### config.mk
export PLATFORM = sky130hd
export DESIGN_NAME = snn_aer_encoder
export DESIGN_NICKNAME = d
export VERILOG_FILES = /design/src/rtl/snn_aer_encoder.sv
export SDC_FILE = /design/constraint.sdc
export NUM_CORES = 1
export LEC_CHECK = 0
export ABC_AREA = 1
export CAP_MARGIN = 10
export CORE_MARGIN = 8
export CORE_UTILIZATION = 53
export DETAILED_ROUTE_END_ITERATION = 12
export DONT_BUFFER_PORTS = 1
export GPL_ROUTABILITY_DRIVEN = 0
export PLACE_DENSITY_LB_ADDON = 0.08
export SLEW_MARGIN = 20
export SYNTH_ARGS = -nofsm -noshare
export SYNTH_HDL_FRONTEND = slang
export SYNTH_SLANG_ARGS = --single-unit
### constraint.sdc
create_clock -name clk -period 5.7 [get_ports clk]
set_input_delay 0.57 -clock clk [delete_from_list [all_inputs] [get_ports clk]]
set_output_delay 0.57 -clock clk [all_outputs]
set_load 0.01 [all_outputs]
### src/rtl/snn_aer_encoder.sv
// Serialises per-tick spike vectors into {neuron_addr, ts} address events,
// buffered in a first-word-fall-through FIFO behind a valid/ready stream.
module snn_aer_encoder #(
  parameter int NUM_NEURONS = 2,
  parameter int ADDR_W      = ($clog2(NUM_NEURONS) > 0) ? $clog2(NUM_NEURONS) : 1,
  parameter int TS_W        = 16,
  parameter int FIFO_DEPTH  = 8,
  parameter int OVF_W       = 16
) (
  input  logic                          clk,
  input  logic                          rst,
  input  logic                          tick_en,
  input  logic [NUM_NEURONS-1:0]        post_spikes,
  output logic                          aer_valid,
  input  logic                          aer_ready,
  output logic [ADDR_W-1:0]             aer_addr,
  output logic [TS_W-1:0]               aer_ts,
  output logic [$clog2(FIFO_DEPTH):0]   fifo_level,
  output logic                          busy,
  output logic [OVF_W-1:0]              ovf_cnt
);
  localparam int PTR_W = $clog2(FIFO_DEPTH) + 1;
  localparam int IDX_W = PTR_W - 1;
  localparam int PC_W  = $clog2(NUM_NEURONS) + 1;
  localparam int SUM_W = ((OVF_W > PC_W) ? OVF_W : PC_W) + 1;
  localparam int WORD_W = ADDR_W + TS_W;
  localparam logic [SUM_W-1:0] OVF_MAX = (SUM_W'(1) << OVF_W) - SUM_W'(1);

  function automatic logic [ADDR_W-1:0] lowest_idx(input logic [NUM_NEURONS-1:0] v);
    lowest_idx = '0;
    for (int i = NUM_NEURONS - 1; i >= 0; i--)
      if (v[i]) lowest_idx = ADDR_W'(i);
  endfunction

  function automatic logic [PC_W-1:0] popcount(input logic [NUM_NEURONS-1:0] v);
    popcount = '0;
    for (int i = 0; i < NUM_NEURONS; i++)
      popcount = popcount + PC_W'(v[i]);
  endfunction

  function automatic logic [OVF_W-1:0] sat_add(input logic [OVF_W-1:0] a,
                                               input logic [PC_W-1:0] b);
    logic [SUM_W-1:0] s;
    s = SUM_W'(a) + SUM_W'(b);
    sat_add = (s > OVF_MAX) ? '1 : OVF_W'(s);
  endfunction

  logic [TS_W-1:0]        ts_cnt_q, ts_cnt_d;
  logic [NUM_NEURONS-1:0] snapshot_q, snapshot_d;
  logic [TS_W-1:0]        snap_ts_q, snap_ts_d;
  logic [PTR_W-1:0]       wr_ptr_q, wr_ptr_d;
  logic [PTR_W-1:0]       rd_ptr_q, rd_ptr_d;
  logic [OVF_W-1:0]       ovf_cnt_q, ovf_cnt_d;
  logic [WORD_W-1:0]      mem [FIFO_DEPTH];

  logic [PTR_W-1:0]  level;
  logic              full, pop, push;
  logic [ADDR_W-1:0] scan_idx;
  logic [WORD_W-1:0] head;

  always_comb begin
    level      = wr_ptr_q - rd_ptr_q;
    full       = (level == PTR_W'(FIFO_DEPTH));
    pop        = (level != '0) & aer_ready;
    scan_idx   = lowest_idx(snapshot_q);
    // A new tick takes priority over scanning: no partial push in the load cycle.
    push       = (snapshot_q != '0) & ~tick_en & (~full | pop);
    ts_cnt_d   = ts_cnt_q;
    snapshot_d = snapshot_q;
    snap_ts_d  = snap_ts_q;
    ovf_cnt_d  = ovf_cnt_q;
    if (tick_en) begin
      snapshot_d = post_spikes;
      snap_ts_d  = ts_cnt_q;
      ts_cnt_d   = ts_cnt_q + TS_W'(1);
      if (snapshot_q != '0) ovf_cnt_d = sat_add(ovf_cnt_q, popcount(snapshot_q));
    end else if (push) begin
      snapshot_d = snapshot_q & (snapshot_q - NUM_NEURONS'(1));
    end
    wr_ptr_d = wr_ptr_q + PTR_W'(push);
    rd_ptr_d = rd_ptr_q + PTR_W'(pop);
  end

  always_ff @(posedge clk) begin
    if (rst) begin
      ts_cnt_q   <= '0;
      snapshot_q <= '0;
      snap_ts_q  <= '0;
      wr_ptr_q   <= '0;
      rd_ptr_q   <= '0;
      ovf_cnt_q  <= '0;
    end else begin
      ts_cnt_q   <= ts_cnt_d;
      snapshot_q <= snapshot_d;
      snap_ts_q  <= snap_ts_d;
      wr_ptr_q   <= wr_ptr_d;
      rd_ptr_q   <= rd_ptr_d;
      ovf_cnt_q  <= ovf_cnt_d;
    end
  end

  // Storage is not reset; validity comes solely from the pointers.
  always_ff @(posedge clk) begin
    if (push) mem[wr_ptr_q[IDX_W-1:0]] <= {scan_idx, snap_ts_q};
  end

  assign head       = mem[rd_ptr_q[IDX_W-1:0]];
  assign aer_valid  = (level != '0);
  assign aer_addr   = aer_valid ? head[TS_W +: ADDR_W] : '0;
  assign aer_ts     = aer_valid ? head[TS_W-1:0] : '0;
  assign fifo_level = level;
  assign busy       = (snapshot_q != '0);
  assign ovf_cnt    = ovf_cnt_q;

endmodule

==> results of run 1 <==
cell type report:
type / count / area (um^2) / area share
clock inverter: 14 / 155 / 0.0166
inverter: 124 / 470 / 0.0504
multi-input combinational: 522 / 2680 / 0.287
timing repair buffer: 10 / 78.8 / 0.00845
clock buffer: 18 / 429 / 0.0460
tap: 216 / 270 / 0.0290
sequential: 194 / 5250 / 0.562
synth_stat cells, types with 2 or more instances:
library cell  number
a21oi_2            5
fa_1               2
nor3_1            15
buf_2             15
clkbuf_1          14
inv_1            118
a21oi_1           95
dfxtp_1           58
nand3_1           20
nand2_1          124
inv_2              4
nor2_8             2
nand4_1            6
edfxtp_1         136
o21ai_1           35
nor2_2             4
buf_4              3
a31oi_1            2
a31oi_2            2
buf_6              3
o21ai_0           64
xnor2_1            5
nand3_2            3
nand2_2            8
nor2_4             4
ha_1              10
buf_1              3
nor2_1           104
xor2_1             5
worst max-delay path: cells and delay by family (launching register included):
| kind | cells | cell delay [ns] |
|---|---|---|
| compound gates | 1 | 0.17 |
| buf+inv | 1 | 0.69 |
| simple gates | 4 | 0.75 |
| flops | 1 | 0.87 |
| fa+ha+maj | 1 | 0.54 |
per-layer routing:
| layer | track usage | part of all wire | up-vias |
|---|---|---|---|
| met5 | 0 | 0.00077 | - |
| met4 | 0.0666 | 0.014 | 2 |
| li1 | - | - | 2908 |
| met1 | 0.228 | 0.48 | 2655 |
| met2 | 0.267 | 0.46 | 86 |
| met3 | 0.0424 | 0.041 | 19 |
flip-flops by register name, indices dropped and copies added (netlist names):
name,cells
rd_ptr_q,4
ts_cnt_q,16
snapshot_q,2
mem,136
snap_ts_q,16
wr_ptr_q,4
ovf_cnt,16
through the flow:
stage	instances	worst slack, ns	instance area (um^2)	utilization
finish	1098	1.67	9330	0.590
CTS	1098	1.59	9330	0.589
global placement	1066	2.05	8740	0.552
global route	1098	1.38	9330	0.590
floorplan	879	2.39	8560	-
detailed placement	1066	1.99	8740	0.552
worst max path at each step:
stage                      startpoint          end  slack, ns  cells past startpoint
after floorplan           wr_ptr_q[0]    mem[0][0]       2.39                     10
after global placement    rd_ptr_q[2]  rd_ptr_q[2]       2.05                     11
after detailed placement  rd_ptr_q[2]  wr_ptr_q[2]       1.99                     13
after CTS                 rd_ptr_q[2]    aer_ts[6]       1.59                      7
after global routing      rd_ptr_q[2]    aer_ts[6]       1.38                      7
final                     rd_ptr_q[2]    aer_ts[5]       1.67                      7
power by group through the flow:
stage                     logic (W)  clock network (W)  registers, W
after floorplan            0.000580                  0       0.00158
after global placement     0.000684                  0       0.00160
after detailed placement   0.000693                  0       0.00160
after CTS                  0.000694            0.00119       0.00157
after global routing       0.000769            0.00124       0.00158
final                      0.000681            0.00117       0.00157
logic make-up (layout without fill, tap and decap cells):
group | after synthesis | count (layout) | synth area share
adder cells (fa/ha/maj) | 12 | 12 | 0.0193
flip-flops | 194 | 194 | 0.612
AND/OR/NAND/NOR | 296 | 296 | 0.155
AO/OA/AOI/OAI | 204 | 204 | 0.124
buffers and inverters | 163 | 166 | 0.0795
XOR/XNOR | 10 | 10 | 0.0102
==> impl_metrics.py, run 1 <==
metrics = {
    "run_status": {
        "outcome": "complete, no violations",
    },
    "timing": {
        "post-route-min-period_ns": 4.03,
        "timing_worst_slew_pin_value_ns": 0.907,
        "maxClockFrequency_ghz": 0.248,
        "timing.hold.ws_ns": 0.189,
        "final.period_utilization": 0.707,
        "setup_viol_count_final": 0,
        "finalSetupTns_ns": 0,
        "timing.clock.skew_ns": 0.00627,
        "max_slew_violations": 0,
        "rsz0062_at_grt": "false",
        "slew_headroom": 0.394,
        "timing.final.hold_violations": 0,
    },
    "power_and_ir_drop": {
        "p_int_w": 0.00238,
        "power.density_cell_area_nw_per_um2": 367,
        "power_w": 0.00342,
        "switching_share_of_total_power": 0.306,
        "max-vdd-ir-drop_mv": 0.219,
        "share_comb_of_total_power": 0.199,
        "power_switching_w": 0.00105,
        "leakagePower_nw": 3.63,
        "clock_power_share": 0.342,
        "p_seq_frac": 0.459,
    },
    "min_path": {
        "holdCritPathClass": "input pin to register",
        "min-delay-start": "rst",
        "min_to": "ovf_cnt[11]",
        "min_delay_path_depth": 1,
    },
    "synthesis": {
        "ys.flop_type": "edfxtp_1",
        "synth_cell_types": 39,
        "yosys_register_bits": 194,
        "synth_area_leader_cell": "edfxtp_1",
        "synth.top_cell.area_share": 0.477,
        "post_synth_inst_count": 879,
        "count_of_flip_flops_with_a_built_in_enable_after_synthesis": 136,
        "synthesis.area_per_instance_um2": 9.74,
        "synth_sequential_area_ratio": 0.612,
        "syn_nets": 897,
        "async_reset_ff_frac": 0,
        "synthesis.area_um2": 8560,
        "yosysWarnings": 0,
        "synth.area.top_cells": "edfxtp_1 (48%), dfxtp_1 (14%), a21oi_1 (5.6%)",
    },
    "critical_path": {
        "rrSetupSlack_ns": 2.01,
        "critical_path_class": "register to output port",
        "critical_path_source_type": "register",
        "critical_path.cell_chain": "clkinv_1 > ha_1 > a21oi_1 > nand3_1 > and2_4 > nor2_8 > nor2_1",
        "worstPathArrival_ns": 3.46,
        "reg2reg_from": "rd_ptr_q[2]",
        "end_kind": "output port",
        "required_ns": 5.13,
        "cp_slowest_cell": "dfxtp_1",
        "critical_path.max_fanout": 20,
        "critical_path.max_stage_delay_ns": 0.87,
        "destination_of_the_worst_register_to_register_timing_path": "wr_ptr_q[2]",
        "worst-r2r-cell-count": 13,
    },
    "clocking": {
        "worst_path_clk_slew_ns": 0.07,
        "clock_insertion_delay_worst_skew_ns": 0.43,
        "tritoncts_clock_tree": "done",
        "cts_made_buffers": 17,
        "clockBufferDepth": 2,
        "htree_levels": 4,
        "cts_repair_resize_count": 0,
        "cts_num_sinks": 194,
        "cts.repair_timing.setup_buffer_count": 0,
        "clock_tree.root_cell": "clkbuf_16",
        "hold_buffers": 0,
    },
    "floorplanning": {
        "die_height_um": 143,
        "area_of_the_die_um2": 20500,
        "initial_utilization": 0.541,
        "io_pins": 45,
        "fp-row-count": 46,
        "placeable_core_region_um2": 15800,
        "die_x_um": 143,
    },
    "routing": {
        "route.final.wire_length_mm": 16.9,
        "post_drt_via_cell_ratio": 5.16,
        "drtAntennaViolNets": 0,
        "num_vias": 5670,
        "route.detailed.wl_per_inst_um": 15.4,
        "detailedRoute.firstPassIterationCount": 4,
        "drt_iter0_drc": 367,
        "drc_errors": 0,
    },
    "finish": {
        "area.growth.synth_to_final_pct": 8.96,
        "final_nets": 887,
        "mostFrequentLayoutCells": "edfxtp_1 (136), nand2_1 (124), inv_1 (118)",
        "antenna_cells": 0,
        "filler_cell_count": 1372,
        "post_route_cells_drive_above_1_share": 0.0998,
        "final_common_cell": "edfxtp_1",
    },
    "global_route": {
        "first_global_vias": 5340,
        "grt_overflow_total": 0,
        "grt_max_degree": 124,
        "first_pass_grt_wire_length_mm": 27.2,
        "grt_antenna_before_repair": 1,
        "grt_usage": 0.172,
    },
    "flow_run": {
        "timing.max_cap.violations": 0,
    },
    "place": {
        "place.port_buffers": 0,
        "detailedPlacementHpwl_mm": 11.4,
    },
}
(Power assumes the default switching activity.)
==> run 2: changes to the inputs <==
clock period = 3.31 ns   (was 5.7 ns; I/O delays follow)
==> run 2 against run 1 <==
Compared with the run above:
- clock skew is 0.0023 ns higher
- clock power is 83% higher
- cell count is 1.0% higher
- combinational power is 85% higher
- wire length is 14% higher
- sequential cell count stayed put
- critical endpoint is now aer_ts[9]
- largest cell class unchanged
==> impl_metrics.py, run 2 (synthesis results as in run 1) <==
metrics = {
    "floorplanning": {
        "area_of_the_die_um2": 20500,
        "initial_utilization": 0.541,
        "die_height_um": 143,
        "fp-row-count": 46,
        "io_pins": 45,
        "die_x_um": 143,
        "placeable_core_region_um2": 15800,
    },
    "global_route": {
        "grt_usage": 0.197,
        "first_pass_grt_wire_length_mm": 30.4,
        "grt_antenna_before_repair": 0,
        "first_global_vias": 5615,
        "grt_overflow_total": 0,
        "grt_max_degree": 97,
    },
    "timing": {
        "setup_viol_count_final": 0,
        "rsz0062_at_grt": "false",
        "post-route-min-period_ns": 3.05,
        "timing.clock.skew_ns": 0.00859,
        "slew_headroom": 0.412,
        "timing.final.hold_violations": 0,
        "maxClockFrequency_ghz": 0.327,
        "final.period_utilization": 0.923,
        "max_slew_violations": 0,
        "timing_worst_slew_pin_value_ns": 0.883,
        "finalSetupTns_ns": 0,
    },
    "run_status": {
        "outcome": "complete, no violations",
    },
    "min_path": {
        "holdCritPathClass": "input pin to register",
        "min-delay-start": "tick_en",
        "min_delay_path_depth": 2,
        "min_to": "snap_ts_q[2]",
    },
    "routing": {
        "detailedRoute.firstPassIterationCount": 5,
        "post_drt_via_cell_ratio": 5.30,
        "drt_iter0_drc": 429,
        "route.detailed.wl_per_inst_um": 17.4,
        "drc_errors": 0,
        "drtAntennaViolNets": 0,
        "route.final.wire_length_mm": 19.3,
        "num_vias": 5873,
    },
    "power_and_ir_drop": {
        "max-vdd-ir-drop_mv": 0.400,
        "leakagePower_nw": 3.70,
        "power_w": 0.00610,
        "power.density_cell_area_nw_per_um2": 645,
    },
    "critical_path": {
        "worstPathArrival_ns": 2.72,
        "worst-r2r-cell-count": 14,
        "end_kind": "output port",
        "critical_path_class": "register to output port",
        "critical_path_source_type": "register",
        "destination_of_the_worst_register_to_register_timing_path": "wr_ptr_q[2]",
        "critical_path.max_fanout": 14,
        "rrSetupSlack_ns": 0.32,
        "worst_setup_path_startpoint": "wr_ptr_q[0]",
        "reg2reg_from": "wr_ptr_q[0]",
        "required_ns": 2.98,
    },
    "clocking": {
        "clock_insertion_delay_worst_skew_ns": 0.43,
        "cts_num_sinks": 194,
        "clock_tree.root_cell": "clkbuf_16",
        "tritoncts_clock_tree": "done",
        "clockBufferDepth": 2,
        "cts_repair_resize_count": 0,
        "htree_levels": 4,
        "cts_made_buffers": 17,
        "worst_path_clk_slew_ns": 0.07,
    },
    "finish": {
        "post-route-util": 0.597,
        "antenna_cells": 0,
        "mostFrequentLayoutCells": "edfxtp_1 (136), nand2_1 (124), inv_1 (118)",
        "instances_no_fill": 1109,
        "final_nets": 898,
        "flip_flop_count_of_the_largest_register_all_copies_and_words_added": 136,
        "final_common_cell": "edfxtp_1",
        "post_route_cells_drive_above_1_share": 0.109,
        "area.growth.synth_to_final_pct": 10.4,
    },
    "place": {
        "placed_cells_incl_taps": 1075,
        "place.port_buffers": 0,
        "detailedPlacementHpwl_mm": 12.9,
    },
    "flow_run": {
        "timing.max_cap.violations": 0,
    },
}
run 2: cell count changes in the layout (fill, tap and decap cells not counted), sizes merged:
| cell | previous run | this run |
|---|---|---|
| buf | 10 | 20 |
| bufinv | 2 | 4 |
| inv | 127 | 125 |
| clkinv | 7 | 6 |
| clkinvlp | 2 | 3 |
| dlygate4sd3 | 0 | 1 |
run 2: per-layer routing:
layer,track usage,up-vias,share of wire
li1,-,2937,-
met1,0.244,2788,0.44
met2,0.331,127,0.50
met3,0.0461,21,0.048
met4,0.0660,0,0.015
met5,0,-,0
run 2: layout make-up:
cell class,instances,area [um^2]
fill,1376,6370
sequential,194,5250
multi-input combinational,522,2680
inverter,124,470
clock buffer,18,429
tap,216,270
clock inverter,14,185
timing repair buffer,21,173
run 2: worst max-delay path, cell delays in order (launching register included):
cell,delay (ns)
dfxtp_1,0.50
inv_1,0.21
ha_1,0.27
fa_1,0.50
nand2_1,0.06
inv_1,0.06
nand3_2,0.13
nor2_8,0.19
buf_4,0.24
nor2_1,0.12
run 2: worst max-delay path by stage:
stage,to,cells past startpoint
floorplan,mem[2][0],10
global placement,mem[6][1],12
detailed placement,mem[2][9],12
CTS,aer_ts[9],9
global route,wr_ptr_q[2],14
finish,aer_ts[9],9
run 2: report_power, final:
part           switching (W)  internal [W]  leakage, nW
sequential         0.0000598       0.00264         1.73
combinational       0.000905      0.000356         1.68
clock               0.000874       0.00126        0.294
total                0.00184       0.00426         3.70
run 2: metrics by stage:
stage | hold WS [ns] | instance area [um^2] | worst slack [ns]
after floorplan | 0.455 | 8560 | 0.00234
after global routing | 0.0317 | 9460 | 0.0989
after detailed placement | 0.398 | 8810 | 0.391
final | 0.0389 | 9460 | 0.255
after global placement | 0.399 | 8810 | 0.527
after CTS | 0.0261 | 9460 | 0.250
run 2: what timing repair did:
item,4_1_cts,5_1_grt
endpoints found under the setup margin,0,0
setup buffers,0,0
hold endpoints to repair,34,0
hold buffers,2,0
